### src/rtl/pipe_hazard_ctrl.sv
// -----------------------------------------------------------------------------
// pipe_hazard_ctrl
//
// Central stall/flush controller for the five-stage RISC-V pipeline. It
// combines three hazard sources into the stall/flush controls of the PC and the
// four pipeline registers:
//   - data-memory waits (highest priority; sequenced by a RUN/MEM_WAIT/FAULT FSM
//     that traps a hung memory into a sticky fault),
//   - EX-stage branch redirects,
//   - load-use hazards between the EX load and the ID instruction.
//
// Optional feature: define HAZARD_PERF_EN to build the saturating performance
// counters. With it undefined, stall_cycles/flush_events are tied to 0 and no
// counter flops exist.
//
// Parameters:
//   TIMEOUT  consecutive memory-stall cycles before fault (2..65535)
//   CNT_W    width of the performance counters
//
// Ports:
//   clk                      pipeline clock, rising edge
//   rst                      asynchronous active-low reset
//   id_rs1, id_rs2           ID-stage source register addresses
//   id_uses_rs1, id_uses_rs2 ID instruction reads that source
//   ex_a_wr                  EX-stage destination register
//   ex_RegWrite              EX instruction writes the register file
//   ex_result_src            EX result select (2'b01 = load)
//   ex_branch_taken          EX redirects the PC this cycle
//   mem_req                  MEM stage holds a valid load/store
//   dmem_ready               data memory completes the access this cycle
//   fault_clr                leaves FAULT (ignored in other states)
//   stall_pc/fd/de/em        hold PC, IF/ID, ID/EX, EX/MEM
//   flush_fd/de/mw           bubble IF/ID, ID/EX, MEM/WB
//   mem_fault                sticky memory-timeout flag (1 exactly in FAULT)
//   stall_cycles             cycles with stall_pc=1 (saturating)
//   flush_events             cycles with a branch flush applied (saturating)
// -----------------------------------------------------------------------------
module pipe_hazard_ctrl #(
  parameter int unsigned TIMEOUT = 255,
  parameter int unsigned CNT_W   = 32
) (
  input  logic             clk,
  input  logic             rst,
  input  logic [4:0]       id_rs1,
  input  logic [4:0]       id_rs2,
  input  logic             id_uses_rs1,
  input  logic             id_uses_rs2,
  input  logic [4:0]       ex_a_wr,
  input  logic             ex_RegWrite,
  input  logic [1:0]       ex_result_src,
  input  logic             ex_branch_taken,
  input  logic             mem_req,
  input  logic             dmem_ready,
  input  logic             fault_clr,
  output logic             stall_pc,
  output logic             stall_fd,
  output logic             stall_de,
  output logic             stall_em,
  output logic             flush_fd,
  output logic             flush_de,
  output logic             flush_mw,
  output logic             mem_fault,
  output logic [CNT_W-1:0] stall_cycles,
  output logic [CNT_W-1:0] flush_events
);

  typedef enum logic [1:0] {
    RUN      = 2'd0,
    MEM_WAIT = 2'd1,
    FAULT    = 2'd2
  } state_t;

  // wait_cnt equal to this value on a stalled cycle means the next edge is
  // the TIMEOUT-th consecutive stall edge.
  localparam logic [15:0] WAIT_LAST = 16'(TIMEOUT - 1);

  state_t      state;
  state_t      state_nxt;
  logic [15:0] wait_cnt;

  logic mstall;    // memory access still outstanding (not counted in FAULT)
  logic lu;        // EX load feeds a source the ID instruction reads
  logic hold_all;  // whole front end frozen, MEM/WB bubbled

  // ---------------------------------------------------------------------------
  // Hazard detection
  // ---------------------------------------------------------------------------
  always_comb begin
    mstall   = (state != FAULT) && mem_req && !dmem_ready;
    lu       = (ex_result_src == 2'b01) && ex_RegWrite && (ex_a_wr != 5'd0) &&
               ((id_uses_rs1 && (id_rs1 == ex_a_wr)) ||
                (id_uses_rs2 && (id_rs2 == ex_a_wr)));
    hold_all = (state == FAULT) || mstall;
  end

  // ---------------------------------------------------------------------------
  // State register and memory-wait counter
  // ---------------------------------------------------------------------------
  // NOTE: sequential state uses non-blocking assignments so every flop samples
  // the pre-edge values of its peers regardless of process ordering.
  always_ff @(posedge clk or negedge rst) begin
    if (!rst) begin
      state    <= RUN;
      wait_cnt <= 16'd0;
    end else begin
      state    <= state_nxt;
      // Any cycle without an outstanding access (including every FAULT cycle)
      // restarts the timeout window.
      wait_cnt <= mstall ? wait_cnt + 16'd1 : 16'd0;
    end
  end

  // ---------------------------------------------------------------------------
  // Next-state logic
  // ---------------------------------------------------------------------------
  // NOTE: the default assignment first keeps this block free of inferred
  // latches on paths that do not change state.
  always_comb begin
    state_nxt = state;
    case (state)
      RUN, MEM_WAIT: begin
        if (mstall) begin
          state_nxt = (wait_cnt == WAIT_LAST) ? FAULT : MEM_WAIT;
        end else begin
          // Covers both dmem_ready completing the access and a withdrawn
          // request; either way the stall is released this cycle.
          state_nxt = RUN;
        end
      end
      FAULT: begin
        if (fault_clr) state_nxt = RUN;
      end
      default: state_nxt = RUN;
    endcase
  end

  // ---------------------------------------------------------------------------
  // Stall / flush outputs (zero latency, forced low while in reset)
  // ---------------------------------------------------------------------------
  always_comb begin
    stall_pc  = 1'b0;
    stall_fd  = 1'b0;
    stall_de  = 1'b0;
    stall_em  = 1'b0;
    flush_fd  = 1'b0;
    flush_de  = 1'b0;
    flush_mw  = 1'b0;
    mem_fault = 1'b0;
    if (rst) begin
      mem_fault = (state == FAULT);
      if (hold_all) begin
        // EX stays frozen, so any branch or load-use hazard is seen again
        // once the memory releases the pipeline.
        stall_pc = 1'b1;
        stall_fd = 1'b1;
        stall_de = 1'b1;
        stall_em = 1'b1;
        flush_mw = 1'b1;
      end else if (ex_branch_taken) begin
        // The ID instruction is squashed, so a load-use hazard is moot.
        flush_fd = 1'b1;
        flush_de = 1'b1;
      end else if (lu) begin
        stall_pc = 1'b1;
        stall_fd = 1'b1;
        flush_de = 1'b1;
      end
    end
  end

  // ---------------------------------------------------------------------------
  // Performance counters
  // ---------------------------------------------------------------------------
`ifdef HAZARD_PERF_EN
  logic [CNT_W-1:0] stall_cnt;
  logic [CNT_W-1:0] flush_cnt;
  logic             br_flush;

  // flush_fd is driven only by the branch arm of the priority chain.
  assign br_flush = flush_fd;

  always_ff @(posedge clk or negedge rst) begin
    if (!rst) begin
      stall_cnt <= '0;
      flush_cnt <= '0;
    end else begin
      if (stall_pc && (stall_cnt != '1)) stall_cnt <= stall_cnt + CNT_W'(1);
      if (br_flush && (flush_cnt != '1)) flush_cnt <= flush_cnt + CNT_W'(1);
    end
  end

  assign stall_cycles = stall_cnt;
  assign flush_events = flush_cnt;
`else
  assign stall_cycles = '0;
  assign flush_events = '0;
`endif

endmodule

### config.mk
export PLATFORM = sky130hd
export DESIGN_NAME = pipe_hazard_ctrl
export DESIGN_NICKNAME = d
export VERILOG_FILES = /design/src/rtl/pipe_hazard_ctrl.sv
export SDC_FILE = /design/constraint.sdc
export NUM_CORES = 1
export LEC_CHECK = 0
export ABC_AREA = 1
export CAP_MARGIN = 20
export CELL_PAD_IN_SITES_DETAIL_PLACEMENT = 1
export CELL_PAD_IN_SITES_GLOBAL_PLACEMENT = 1
export CORE_MARGIN = 5
export CORE_UTILIZATION = 28
export CTS_BUF_LIST = sky130_fd_sc_hd__clkbuf_4 sky130_fd_sc_hd__clkbuf_8
export DETAILED_ROUTE_END_ITERATION = 6
export PLACE_DENSITY = 0.92
export SLEW_MARGIN = 10
export SYNTH_ARGS = -nofsm -noshare
export SYNTH_HDL_FRONTEND = slang
export SYNTH_SLANG_ARGS = --single-unit
### constraint.sdc
create_clock -name clk -period 3.04 [get_ports clk]
set_input_delay 0.456 -clock clk [delete_from_list [all_inputs] [get_ports clk]]
set_output_delay 0.456 -clock clk [all_outputs]
set_load 0.05 [all_outputs]
Word level (Yosys, flattened, before mapping)
Index checks and enable logic that the tools add are counted.
{"block": "word_totals", "ff_bits": 18, "out_inout_bits": 72}
{"block": "classes", "muxes": 18, "n_reduce_logical": 13, "add_sub_neg": 1, "eq_ne": 8}
{"operator": "$add 16x1->16 const B", "n": 1}
{"operator": "$eq 16x8->1 const B", "n": 1}
{"operator": "$mux 16", "n": 1}
{"operator": "$mux 1", "n": 13}
{"operator": "$eq 5x5->1", "n": 2}
{"operator": "$logic_and 1x1->1", "n": 7}
{"operator": "$mux 2", "n": 3}
{"operator": "$reduce_bool 5->1", "n": 1}
{"operator": "$eq 2x1->1 const B", "n": 2}
{"operator": "$ne 2x2->1 const B", "n": 2}
{"operator": "$pmux 2 s2", "n": 1}
{"operator": "$eq 2x2->1 const B", "n": 1}
{"operator": "$logic_not 2->1", "n": 1}
{"operator": "$logic_or 1x1->1", "n": 2}
{"operator": "$reduce_or 2->1", "n": 1}
{"operator": "$logic_not 1->1", "n": 1}

Longest topological paths before layout
Gate-level depths: netlist of the first run.
{"block": "logic_depth", "word_depth": 8, "depth_mapped": 10}

Worst setup path before layout of the first run
No wires, ideal clock.
{"block": "synth_timing", "path_type": "input -> output", "from": "in mem_req", "to": "out stall_pc", "setup_slack_ps": 81, "cell_stages": 8, "arrival_time_ps": 2503, "path_buffers": 1, "path_cell_list": "inv_1 nor2_1 nand2_1 nand2_1 inv_1 nor2_1 o21bai_1 buf_4"}
{"block": "synth_via", "elab_chain_cells": 5}
{"element": "from (decl)", "line": "52", "rtl": "input logic mem_req,"}
{"element": "$logic_and 1x1->1 (2 in a row)", "line": "89", "rtl": "mstall = (state != FAULT) && mem_req && !dmem_ready;"}
{"element": "$logic_or 1x1->1", "line": "93", "rtl": "hold_all = (state == FAULT) || mstall;"}
{"element": "$mux 1 (2 in a row)"}
{"element": "to (decl)", "line": "55", "rtl": "output logic stall_pc,"}
Every way passes these cells.

Worst setup path after layout of the first run
{"block": "layout_timing", "from": "in ex_a_wr[0]", "to": "out stall_fd"}
{"block": "layout_via", "elab_chain_cells": 8, "elab_cells_between_ends": 12, "classes_between": "eq/ne: 2; mux: 4; reduce/logical: 6"}
{"element": "from (decl)", "line": "48", "rtl": "input logic [4:0] ex_a_wr,"}
{"element": "$eq 5x5->1 (on tied branches)", "line": "91, 92"}
{"element": "$logic_and 1x1->1 (on tied branches)", "line": "91, 92"}
{"element": "$logic_or 1x1->1", "line": "91", "rtl": "((id_uses_rs1 && (id_rs1 == ex_a_wr)) ||"}
{"element": "$logic_and 1x1->1 *", "line": "90", "rtl": "lu = (ex_result_src == 2'b01) && ex_RegWrite && (ex_a_wr != 5'd0) &&"}
{"element": "$mux 1 *", "line": "163", "rtl": "end else if (lu) begin"}
{"element": "$mux 1 *", "line": "159", "rtl": "end else if (ex_branch_taken) begin"}
{"element": "$mux 1 *", "line": "151", "rtl": "if (hold_all) begin"}
{"element": "$mux 1 *", "line": "149", "rtl": "if (rst) begin"}
{"element": "to (decl)", "line": "56", "rtl": "output logic stall_fd,"}
Mark *: on every way between the ends. The rest lies on a longest branch, timed or not.

==> results of run 1 <==
==> path summary, 6_finish.rpt <==
path | endpoint | slack, ns | depth (start not counted)
worst min register to register | wait_cnt[14] | 0.51 | 2
worst max register to register | wait_cnt[12] | 1.53 | 10
worst max-delay path | stall_fd | 0.48 | 10
worst min-delay path | wait_cnt[14] | 0.51 | 2
max in group asynchronous | wait_cnt[15] | 2.19 | 2
min in group asynchronous | state[0] | 0.64 | 2
==> sequential cells by signal (all words and copies together) (netlist names) <==
| register | cells |
|---|---|
| wait_cnt | 16 |
| state | 2 |
==> power groups by stage <==
stage               combinational (W)  clock [W]  sequential [W]
finish                       0.000290   0.000207        0.000243
detailed placement           0.000289          0        0.000248
global route                 0.000307   0.000223        0.000243
global placement             0.000284          0        0.000247
CTS                          0.000289   0.000211        0.000243
floorplan                    0.000284          0        0.000247
==> stage by stage <==
step	setup slack [ns]	utilization [%]	hold WS, ns	cells
5_1_grt	0.3111	33.95	0.5470	359
4_1_cts	0.4463	33.95	0.5085	359
3_3_place_gp	0.5654	33.03	0.4819	355
3_5_place_dp	0.4477	33.03	0.4916	355
2_1_floorplan	0.08092	-	0.1604	313
6_report	0.4841	33.95	0.5069	359
==> worst max-delay path: cells and delay by family <==
family / cells / cell delay [ns]
buf+inv: 3 / 0.77
simple gates: 6 / 0.49
compound gates: 1 / 0.38
==> routing by layer <==
metal	share of wire, %	up-vias	GRT usage (%)
met5	0	-	0
met4	1.2	0	2.473
met3	9.0	7	2.514
met2	55	59	21.28
met1	35	681	10.73
li1	-	697	-
==> cell usage in the layout (no fill, tap or decap), types with 5 or more instances in the layout <==
cell and count:
sky130_fd_sc_hd__nor2_1 27, sky130_fd_sc_hd__dfrtp_1 18, sky130_fd_sc_hd__nand3_1 5, sky130_fd_sc_hd__conb_1 64
sky130_fd_sc_hd__o21ai_1 6, sky130_fd_sc_hd__nand2_1 53, sky130_fd_sc_hd__a21oi_1 9, sky130_fd_sc_hd__buf_12 8
sky130_fd_sc_hd__clkdlybuf4s50_1 25, sky130_fd_sc_hd__inv_1 28, sky130_fd_sc_hd__inv_2 9
==> cells by family after synthesis <==
logic type,synth area share (%)
fa+ha+maj,1.455
other cells,0.2181
flops,26.20
buf+inv,37.63
compound gates,6.769
simple gates,27.73
==> cell type report <==
cell class	instances	area, um2	share of cell area (%)
multi-input combinational	190	858.3	42.45
inverter	37	138.9	6.869
clock buffer	4	55.05	2.723
tap	75	93.84	4.641
timing repair buffer	35	425.4	21.04
sequential	18	450.4	22.28
==> impl_metrics.sql, run 1 <==
INSERT INTO impl_metrics (metric_group, metric, value, unit) VALUES
('run_status', 'outcome', 'finished clean', ''),
('yosys', 'yosysSeqAreaShare', '26.20', '%'),
('setup_path', 'criticalPathCategory', 'input pin to output port', ''),
('yosys', 'syn-mean-instance-area', '6.877', 'um2'),
('clock_network', 'clkSlewWorstSetupHoldPaths', '0.07', 'ns'),
('place', 'port_buffers', '33', ''),
('sta', 'fmax', '391.3', 'MHz'),
('worst_hold_path', 'hold_path.startpoint', 'wait_cnt[14]', ''),
('yosys', 'synth-main-ff-cell', 'sky130_fd_sc_hd__dfrtp_1', ''),
('setup_path', 'most_common_cell_on_crit_path', 'sky130_fd_sc_hd__nand2_1', ''),
('power', 'seq_power_share', '32.8', '%'),
('sta', 'final.period_utilization', '84.08', '%'),
('yosys', 'synth_commonest_cells', 'sky130_fd_sc_hd__buf_4, sky130_fd_sc_hd__nand2_1, sky130_fd_sc_hd__inv_1, sky130_fd_sc_hd__nor2_1, sky130_fd_sc_hd__dfrtp_1', ''),
('layout', 'syn2layout_area_growth', '17.61', '%'),
('yosys', 'ys_ff_latch', '18', ''),
('sta', 'timing.final.setup_violations', '0', ''),
('global_route', 'first_global_vias', '1508', ''),
('sta', 'finalWorstPathRequiredPeriod', '2.556', 'ns'),
('routing', 'route.antenna.remaining_nets', '0', ''),
('sta', 'final-max-slew-violation-count', '0', ''),
('clock_network', 'cts_buffers', '3', ''),
('clock_network', 'holdBufCountCts', '0', ''),
('routing', 'vias_after_detailed_routing', '1444', ''),
('power', 'leakage_power', '1.124', 'nW'),
('die', 'die-width', '88.36', 'um'),
('global_route', 'overall_global_routing_usage', '10.54', '%'),
('clock_network', 'tritoncts', 'done', ''),
('flow_run', 'maxCapViolations', '0', ''),
('worst_hold_path', 'hp-class', 'register to register', ''),
('yosys', 'mappedNetlistArea', '1719', 'um2'),
('global_route', 'first_pass_grt_wire_length', '6589', 'um'),
('yosys', 'synthesis.instances', '250', ''),
('die', 'die_y', '88.36', 'um'),
('setup_path', 'cp_slowest_stage_delay', '0.51', 'ns'),
('yosys', 'largest_area_contributor_in_the_netlist', 'sky130_fd_sc_hd__buf_4', ''),
('clock_network', 'ctsHtreeMaxLevel', '1', ''),
('routing', 'detail_routed_via_count_per_cell', '4.022', ''),
('routing', 'drc', '0', ''),
('setup_path', 'crit_path_max_fanout', '3', ''),
('yosys', 'number_of_distinct_library_cells_after_synthesis', '28', ''),
('power', 'swShare', '44.01', '%'),
('die', 'ios', '98', ''),
('die', 'floorplan.die_area', '7807', 'um2'),
('yosys', 'yosysTopAreaCellShare', '29.26', '%'),
('sta', 'rsz_0062_raised_after_global_routing', 'no', ''),
('global_route', 'gr-total-overflow', '0', ''),
('power', 'totalPowerFinal', '0.0007403', 'W'),
('yosys', 'number_of_enable_flip_flop_cells_after_synthesis', '0', ''),
('place', 'hpwlAfterDp', '3534', 'um'),
('global_route', 'grt_start_max_net_pins', '19', ''),
('power', 'internal-power', '0.0004145', 'W'),
('die', 'initial_utilization', '28.87', '%'),
('power', 'switchingPower', '0.0003258', 'W'),
('sta', 'timing.setup.tns', '0', 'ns'),
('clock_network', 'ctsResizeCount', '0', ''),
('power', 'power_per_cell_area', '366.1', 'nW/um2'),
('global_route', 'grt_antenna_before_repair', '0', ''),
('yosys', 'post_synthesis_async_set_or_reset_flop_share', '100.0', '%'),
('setup_path', 'cp.arrival', '2.10', 'ns'),
('setup_path', 'type_of_destination_of_the_critical_path', 'output port', ''),
('clock_network', 'post-cts-setup-buffer-count', '0', ''),
('layout', 'fill_cells', '783', ''),
('power', 'vdd.ir_drop.worst', '0.1085', 'mV'),
('routing', 'drtPass1Iterations', '4', ''),
('die', 'fp.coreArea', '5956', 'um2'),
('place', 'place_congestion', '0.7814', ''),
('layout', 'antenna-diode-count', '0', ''),
('setup_path', 'cp_max_delay_cell', 'sky130_fd_sc_hd__clkdlybuf4s50_1', ''),
('yosys', 'yosysMostFrequentCell', 'sky130_fd_sc_hd__buf_4', ''),
('yosys', 'synth.area.top_cells', 'sky130_fd_sc_hd__buf_4, sky130_fd_sc_hd__dfrtp_1, sky130_fd_sc_hd__nand2_1', ''),
('routing', 'detail_route.iter0.violations', '28', '');
Note: power is estimated with default switching activity, not from simulation.
==> run 2: changes to the inputs <==
Settings changed: CORE_UTILIZATION 28 to 24, PLACE_DENSITY 0.92 to 0.85.
Clock period 3.04 ns to 2.16 ns, I/O delays scaled along.
==> impl_metrics.sql, run 2 (same netlist as run 1, synthesis figures left out) <==
INSERT INTO impl_metrics (metric_group, metric, value, unit) VALUES
('worst_hold_path', 'hold_path.startpoint', 'wait_cnt[0]', ''),
('setup_path', 'most_common_cell_on_crit_path', 'sky130_fd_sc_hd__nand2_1', ''),
('layout', 'finish.utilization', '30.24', '%'),
('place', 'port_buffers', '33', ''),
('layout', 'syn2layout_area_growth', '20.82', '%'),
('setup_path', 'reg2regPathDepth', '10', ''),
('setup_path', 'criticalPathCategory', 'input pin to output port', ''),
('setup_path', 'cp.arrival', '1.74', 'ns'),
('clock_network', 'holdBufCountCts', '0', ''),
('power', 'leakage_power', '1.154', 'nW'),
('sta', 'rsz_0062_raised_after_global_routing', 'no', ''),
('place', 'place_congestion', '0.8199', ''),
('setup_path', 'reg2reg_slack', '0.71', 'ns'),
('sta', 'finalWorstPathRequiredPeriod', '2.066', 'ns'),
('clock_network', 'clk-insertion-delay-late', '0.26', 'ns'),
('global_route', 'grt_start_max_net_pins', '19', ''),
('power', 'totalPowerFinal', '0.0009938', 'W'),
('power', 'vdd.ir_drop.worst', '0.2294', 'mV'),
('setup_path', 'rr_startpoint', 'wait_cnt[0]', ''),
('setup_path', 'cp_slowest_stage_delay', '0.52', 'ns'),
('sta', 'timing.setup.tns', '0', 'ns'),
('routing', 'detail_route.iter0.violations', '10', ''),
('layout', 'proportion_of_layout_cells_with_a_drive_suffix_above_1', '14.08', '%'),
('global_route', 'first_global_vias', '1361', ''),
('power', 'switchingPower', '0.0004460', 'W'),
('clock_network', 'cts_buffers', '3', ''),
('setup_path', 'crit_path_start', 'ex_a_wr[4]', ''),
('layout', 'finish.cell_count_without_fillers', '380', ''),
('routing', 'drc', '0', ''),
('layout', 'max_flop_register', 'wait_cnt', ''),
('layout', 'layout.cells.most_common', 'sky130_fd_sc_hd__conb_1', ''),
('clock_network', 'clkSlewWorstSetupHoldPaths', '0.07', 'ns'),
('sta', 'finalHoldViolCount', '0', ''),
('routing', 'route.antenna.remaining_nets', '0', ''),
('die', 'die-width', '94.64', 'um'),
('routing', 'vias_after_detailed_routing', '1377', ''),
('layout', 'largest_reg_flops', '16', ''),
('global_route', 'gr-total-overflow', '0', ''),
('layout', 'largest_registers_ranked_by_flip_flop_count', 'wait_cnt: 16 flops, state: 2 flops', ''),
('power', 'power_per_cell_area', '478.5', 'nW/um2'),
('worst_hold_path', 'hp-class', 'register to register', ''),
('clock_network', 'maximum_clock_insertion_buffer_count', '2', ''),
('routing', 'drtPass1Iterations', '4', ''),
('die', 'fp.coreArea', '6869', 'um2'),
('power', 'clkPwrFrac', '24.0', '%'),
('place', 'placed_cells', '377', ''),
('die', 'ios', '98', ''),
('run_status', 'outcome', 'finished clean', ''),
('layout', 'fill_cells', '871', ''),
('layout', 'layout.area.seq', '450.4', 'um2'),
('setup_path', 'worst-endpoint-required', '1.84', 'ns'),
('routing', 'totalWireLength', '3884', 'um'),
('clock_network', 'clock_sink_count', '18', ''),
('setup_path', 'cp_max_delay_cell', 'sky130_fd_sc_hd__clkdlybuf4s50_1', ''),
('die', 'initial_utilization', '25.03', '%'),
('clock_network', 'clock_root_buffer_master', 'sky130_fd_sc_hd__clkbuf_8', ''),
('sta', 'timing.final.setup_violations', '0', ''),
('sta', 'final-max-slew-violation-count', '0', ''),
('setup_path', 'critical_path.cell_chain', 'clkdlybuf4s50_1, inv_2, nand2_1, nand2_1, nor2_2, nand3_1, nand2_1, nand2_2, o21bai_4, buf_12', ''),
('layout', 'most-common-layout-cells', 'sky130_fd_sc_hd__conb_1, sky130_fd_sc_hd__nand2_1, sky130_fd_sc_hd__inv_1', ''),
('die', 'floorplan.die_area', '8956', 'um2'),
('sta', 'final.setup.worst_slack', '0.09431', 'ns'),
('clock_network', 'ctsHtreeMaxLevel', '1', ''),
('setup_path', 'worst_r2r_endpoint', 'wait_cnt[12]', ''),
('layout', 'multi_input_logic_area', '885.9', 'um2'),
('clock_network', 'tritoncts', 'done', ''),
('power', 'seq_power_share', '34.4', '%'),
('flow_run', 'maxCapViolations', '0', ''),
('place', 'hpwlAfterDp', '3373', 'um'),
('power', 'internal-power', '0.0005479', 'W'),
('setup_path', 'timing.critical_path.from_type', 'input pin', ''),
('setup_path', 'type_of_destination_of_the_critical_path', 'output port', ''),
('sta', 'fmax', '484.1', 'MHz'),
('global_route', 'first_pass_grt_wire_length', '5989', 'um'),
('place', 'preCtsSetupSlack', '0.04262', 'ns'),
('die', 'die_y', '94.64', 'um'),
('layout', 'antenna-diode-count', '0', ''),
('power', 'power.combinational.fraction', '41.6', '%'),
('routing', 'wl_per_cell', '10.22', 'um'),
('sta', 'final.period_utilization', '95.63', '%'),
('routing', 'detail_routed_via_count_per_cell', '3.624', ''),
('power', 'swShare', '44.87', '%'),
('worst_hold_path', 'worst_hold_path.num_cells', '1', ''),
('setup_path', 'crit_path_max_fanout', '3', ''),
('sta', 'clock_skew', '0.003358', 'ns'),
('global_route', 'grt_antenna_before_repair', '0', ''),
('global_route', 'overall_global_routing_usage', '8.278', '%'),
('layout', 'finish.net_count', '314', ''),
('die', 'floorplan.rows', '30', ''),
('worst_hold_path', 'holdPathEnd', 'wait_cnt[0]', '');
run 2: cell type report:
type                    instances  share of cell area [%]
flip-flops and latches         18                   21.69
well taps                      96                   5.783
clock buffers                   3                   1.988
repair buffers                 36                   21.20
inverters                      37                   6.687
multi-input cells             190                   42.65
run 2: power by group through the flow:
stage | Sequential (W) | Combinational, W | Clock (W)
detailed placement | 0.000348 | 0.000409 | 0
global route | 0.000342 | 0.000437 | 0.000257
CTS | 0.000342 | 0.000410 | 0.000246
floorplan | 0.000348 | 0.000402 | 0
finish | 0.000342 | 0.000413 | 0.000238
global placement | 0.000348 | 0.000406 | 0
run 2: metrics by stage:
step,instance area (um2),hold WS [ns]
global route,2077,0.5218
detailed placement,2012,0.4990
finish,2077,0.5011
floorplan,1967,0.02841
global placement,2012,0.4776
CTS,2053,0.5090
run 2: metal layers:
layer / track usage (%) / vias up / share of wire [%]
met5: 0 / - / 0
met4: 2.524 / 0 / 1.1
met3: 1.275 / 5 / 8.8
met2: 15.56 / 50 / 51
met1: 9.517 / 625 / 39
li1: - / 697 / -
run 2: timing repair:
item | in CTS | in global routing
endpoints found under the setup margin | 0 | 3
resized for setup | 0 | 7
buffers inserted | 0 | 0
run 2: worst max-delay path: cells and delay by family:
kind | cells | cell delay [ns]
simple gates | 6 | 0.48
compound gates | 1 | 0.20
buf+inv | 3 | 0.74
run 2: worst max path at each step:
stage | to | slack [ns]
6_report | stall_pc | 0.09
5_1_grt | stall_pc | 0.0005
4_1_cts | stall_pc | 0.04
3_5_place_dp | stall_pc | 0.04
3_3_place_gp | stall_pc | 0.04
2_1_floorplan | stall_pc | 0.11
==> run 3: changes to the inputs <==
Settings changed: ABC_AREA 1 to 0, PLACE_DENSITY 0.85 to 0.83.
==> impl_metrics.sql, run 3 <==
INSERT INTO impl_metrics (metric_group, metric, value, unit) VALUES
('setup_path', 'crit_cells', '8', ''),
('layout', 'syn2layout_area_growth', '22.70', '%'),
('yosys', 'number_of_enable_flip_flop_cells_after_synthesis', '0', ''),
('sta', 'clock_skew', '0.0008877', 'ns'),
('routing', 'drc', '0', ''),
('setup_path', 'cp.arrival', '1.77', 'ns'),
('setup_path', 'timing.critical_path.from_type', 'input pin', ''),
('place', 'port_buffers', '33', ''),
('setup_path', 'reg2regPathDepth', '5', ''),
('die', 'die_y', '92.45', 'um'),
('clock_network', 'clock_sink_count', '18', ''),
('die', 'floorplan.rows', '30', ''),
('setup_path', 'crit_path_max_fanout', '2', ''),
('flow_run', 'maxCapViolations', '0', ''),
('routing', 'totalWireLength', '3674', 'um'),
('sta', 'final.period_utilization', '96.91', '%'),
('global_route', 'first_global_vias', '1125', ''),
('routing', 'route.antenna.remaining_nets', '0', ''),
('yosys', 'synth-main-ff-cell', 'sky130_fd_sc_hd__dfrtp_1', ''),
('clock_network', 'ctsHtreeMaxLevel', '1', ''),
('setup_path', 'type_of_destination_of_the_critical_path', 'output port', ''),
('routing', 'wl_per_cell', '12.17', 'um'),
('routing', 'routed_wl_met3', '391', 'um'),
('layout', 'proportion_of_layout_cells_with_a_drive_suffix_above_1', '18.47', '%'),
('clock_network', 'clkSlewWorstSetupHoldPaths', '0.07', 'ns'),
('setup_path', 'critical_path.cell_chain', 'clkdlybuf4s50_1, nand2_1, nor3_2, o21ai_2, buf_4, o32ai_2, buf_4, buf_12', ''),
('die', 'fp.coreArea', '6719', 'um2'),
('global_route', 'overall_global_routing_usage', '8.338', '%'),
('setup_path', 'worst-endpoint-required', '1.84', 'ns'),
('power', 'vdd.ir_drop.worst', '0.1568', 'mV'),
('global_route', 'grt_antenna_before_repair', '0', ''),
('yosys', 'synth_commonest_cells', 'sky130_fd_sc_hd__buf_4, sky130_fd_sc_hd__dfrtp_1, sky130_fd_sc_hd__nor2_1, sky130_fd_sc_hd__xnor2_1, sky130_fd_sc_hd__xor2_1', ''),
('setup_path', 'rr_startpoint', 'wait_cnt[0]', ''),
('yosys', 'number_of_distinct_library_cells_after_synthesis', '35', ''),
('setup_path', 'worstSetupEndpoint', 'stall_pc', ''),
('clock_network', 'clock_root_buffer_master', 'sky130_fd_sc_hd__clkbuf_8', ''),
('setup_path', 'most_common_cell_on_crit_path', 'sky130_fd_sc_hd__buf_4', ''),
('setup_path', 'reg2reg_slack', '0.54', 'ns'),
('place', 'hpwlAfterDp', '3066', 'um'),
('setup_path', 'crit_path_start', 'ex_RegWrite', ''),
('sta', 'timing.setup.tns', '0', 'ns'),
('yosys', 'syn-mean-instance-area', '8.819', 'um2'),
('clock_network', 'cts_buffers', '3', ''),
('routing', 'vias_after_detailed_routing', '1173', ''),
('clock_network', 'tritoncts', 'done', ''),
('yosys', 'yosysSeqAreaShare', '27.61', '%'),
('sta', 'finalWorstPathRequiredPeriod', '2.093', 'ns'),
('die', 'floorplan.die_area', '8547', 'um2'),
('setup_path', 'timing.critical_path.max_delay_family', 'buffers and inverters', ''),
('global_route', 'grt_start_max_net_pins', '20', ''),
('routing', 'drtPass1Iterations', '2', ''),
('yosys', 'yosysTopAreaCellShare', '30.83', '%'),
('setup_path', 'cp_slowest_stage_delay', '0.47', 'ns'),
('yosys', 'mappedNetlistArea', '1632', 'um2'),
('routing', 'detail_route.iter0.violations', '34', ''),
('layout', 'max_flop_register', 'wait_cnt', ''),
('global_route', 'gr-total-overflow', '0', ''),
('power', 'leakage_power', '0.9380', 'nW'),
('die', 'die-width', '92.45', 'um'),
('layout', 'most-common-layout-cells', 'sky130_fd_sc_hd__conb_1, sky130_fd_sc_hd__dfrtp_1, sky130_fd_sc_hd__nor2_1', ''),
('layout', 'largest_registers_ranked_by_flip_flop_count', 'wait_cnt: 16 flops, state: 2 flops', ''),
('clock_network', 'maximum_clock_insertion_buffer_count', '2', ''),
('place', 'placed_cells', '297', ''),
('yosys', 'synth.area.top_cells', 'sky130_fd_sc_hd__buf_4, sky130_fd_sc_hd__dfrtp_1, sky130_fd_sc_hd__xnor2_1', ''),
('die', 'initial_utilization', '24.28', '%'),
('sta', 'final.setup.worst_slack', '0.06674', 'ns'),
('layout', 'antenna-diode-count', '0', ''),
('yosys', 'ys_ff_latch', '18', ''),
('setup_path', 'cp_max_delay_cell', 'sky130_fd_sc_hd__clkdlybuf4s50_1', ''),
('yosys', 'post_synthesis_async_set_or_reset_flop_share', '100.0', '%'),
('worst_hold_path', 'hp-class', 'input pin to asynchronous set/reset pin', ''),
('yosys', 'yosysMostFrequentCell', 'sky130_fd_sc_hd__buf_4', ''),
('yosys', 'ys.warnings.count', '0', ''),
('sta', 'fmax', '477.7', 'MHz'),
('power', 'totalPowerFinal', '0.001022', 'W'),
('setup_path', 'buffers_plus_inverters_on_the_worst_setup_path', '4', ''),
('routing', 'wl_met1', '1412', 'um'),
('layout', 'layout.cells.most_common', 'sky130_fd_sc_hd__conb_1', ''),
('yosys', 'largest_area_contributor_in_the_netlist', 'sky130_fd_sc_hd__buf_4', ''),
('layout', 'finish.net_count', '251', ''),
('sta', 'timing.final.setup_violations', '0', ''),
('routing', 'detail_routed_via_count_per_cell', '3.884', ''),
('layout', 'finish.cell_count_without_fillers', '302', ''),
('routing', 'highest_layer', 'met4', ''),
('routing', 'met2_wirelength', '1840', 'um'),
('place', 'place_congestion', '0.7338', ''),
('clock_network', 'holdBufCountCts', '0', ''),
('global_route', 'first_pass_grt_wire_length', '5706', 'um'),
('power', 'power_per_cell_area', '510.4', 'nW/um2'),
('run_status', 'outcome', 'finished clean', ''),
('yosys', 'synthesis.instances', '185', ''),
('die', 'ios', '98', ''),
('clock_network', 'clk-insertion-delay-late', '0.26', 'ns'),
('layout', 'largest_reg_flops', '16', ''),
('sta', 'finalHoldViolCount', '0', ''),
('sta', 'final-max-slew-violation-count', '0', ''),
('setup_path', 'worst_r2r_endpoint', 'wait_cnt[14]', ''),
('place', 'preCtsSetupSlack', '-0.3568', 'ns'),
('setup_path', 'criticalPathCategory', 'input pin to output port', '');
run 3: routing by layer:
layer / vias to the layer above / GRT usage, %
met1: 558 / 9.280
met2: 65 / 14.92
met4: 0 / 1.856
li1: 546 / -
met3: 4 / 3.249
met5: - / 0
run 3: what timing repair did:
item / 4_1_cts / 5_1_grt
setup buffers: 1 / 0
setup endpoints to repair: 3 / 3
cloned: 0 / 0
pin swaps: 5 / 7
resized for setup: 18 / 14
run 3: worst reg2reg max path: stages (launching register included):
cell	delay [ns]
sky130_fd_sc_hd__dfrtp_1	0.46
sky130_fd_sc_hd__ha_1	0.32
sky130_fd_sc_hd__nand3_1	0.22
sky130_fd_sc_hd__nor4_4	0.30
sky130_fd_sc_hd__xnor2_1	0.16
sky130_fd_sc_hd__nor2_2	0.05
run 3: worst min path at each step:
| stage | end | slack, ns | cells past startpoint |
|---|---|---|---|
| after floorplan | state[0] | 0.03 | 0 |
| after global placement | state[0] | 0.45 | 1 |
| after detailed placement | state[0] | 0.47 | 1 |
| after CTS | wait_cnt[12] | 0.25 | 2 |
| after global routing | wait_cnt[5] | 0.27 | 2 |
| final | wait_cnt[5] | 0.26 | 2 |
run 3: layout make-up:
cell class,count,area (um2)
timing repair buffer,40,440.4
inverter,5,18.77
fill,805,4717
clock buffer,4,55.05
tap,80,100.1
multi-input combinational,155,937.1
sequential,18,450.4
run 3: stage by stage:
step           hold slack [ns]  utilization, %  area, um2
5_1_grt                 0.2705           29.80       2002
2_1_floorplan          0.02841               -       1881
3_3_place_gp            0.4460           28.47       1913
4_1_cts                 0.2508           29.59       1988
6_report                0.2571           29.80       2002
3_5_place_dp            0.4658           28.47       1913
run 3: cell families (layout without fill, tap and decap cells):
group / count (synthesis) / count (layout) / share of synthesized area [%]
buffers and inverters: 75 / 49 / 33.20
AND/OR/NAND/NOR: 58 / 58 / 22.01
XOR/XNOR: 22 / 22 / 11.81
flip-flops: 18 / 18 / 27.61
AO/OA/AOI/OAI: 9 / 9 / 3.605
adder cells (fa/ha/maj): 2 / 2 / 1.533
other: 1 / 64 / 0.2298
run 3: where the power goes:
group,leakage (nW),internal (W),switching (W)
clock network,0.0288,0.000162,0.000117
registers,0.249,0.000340,0.00000335
logic,0.660,0.0000785,0.000321
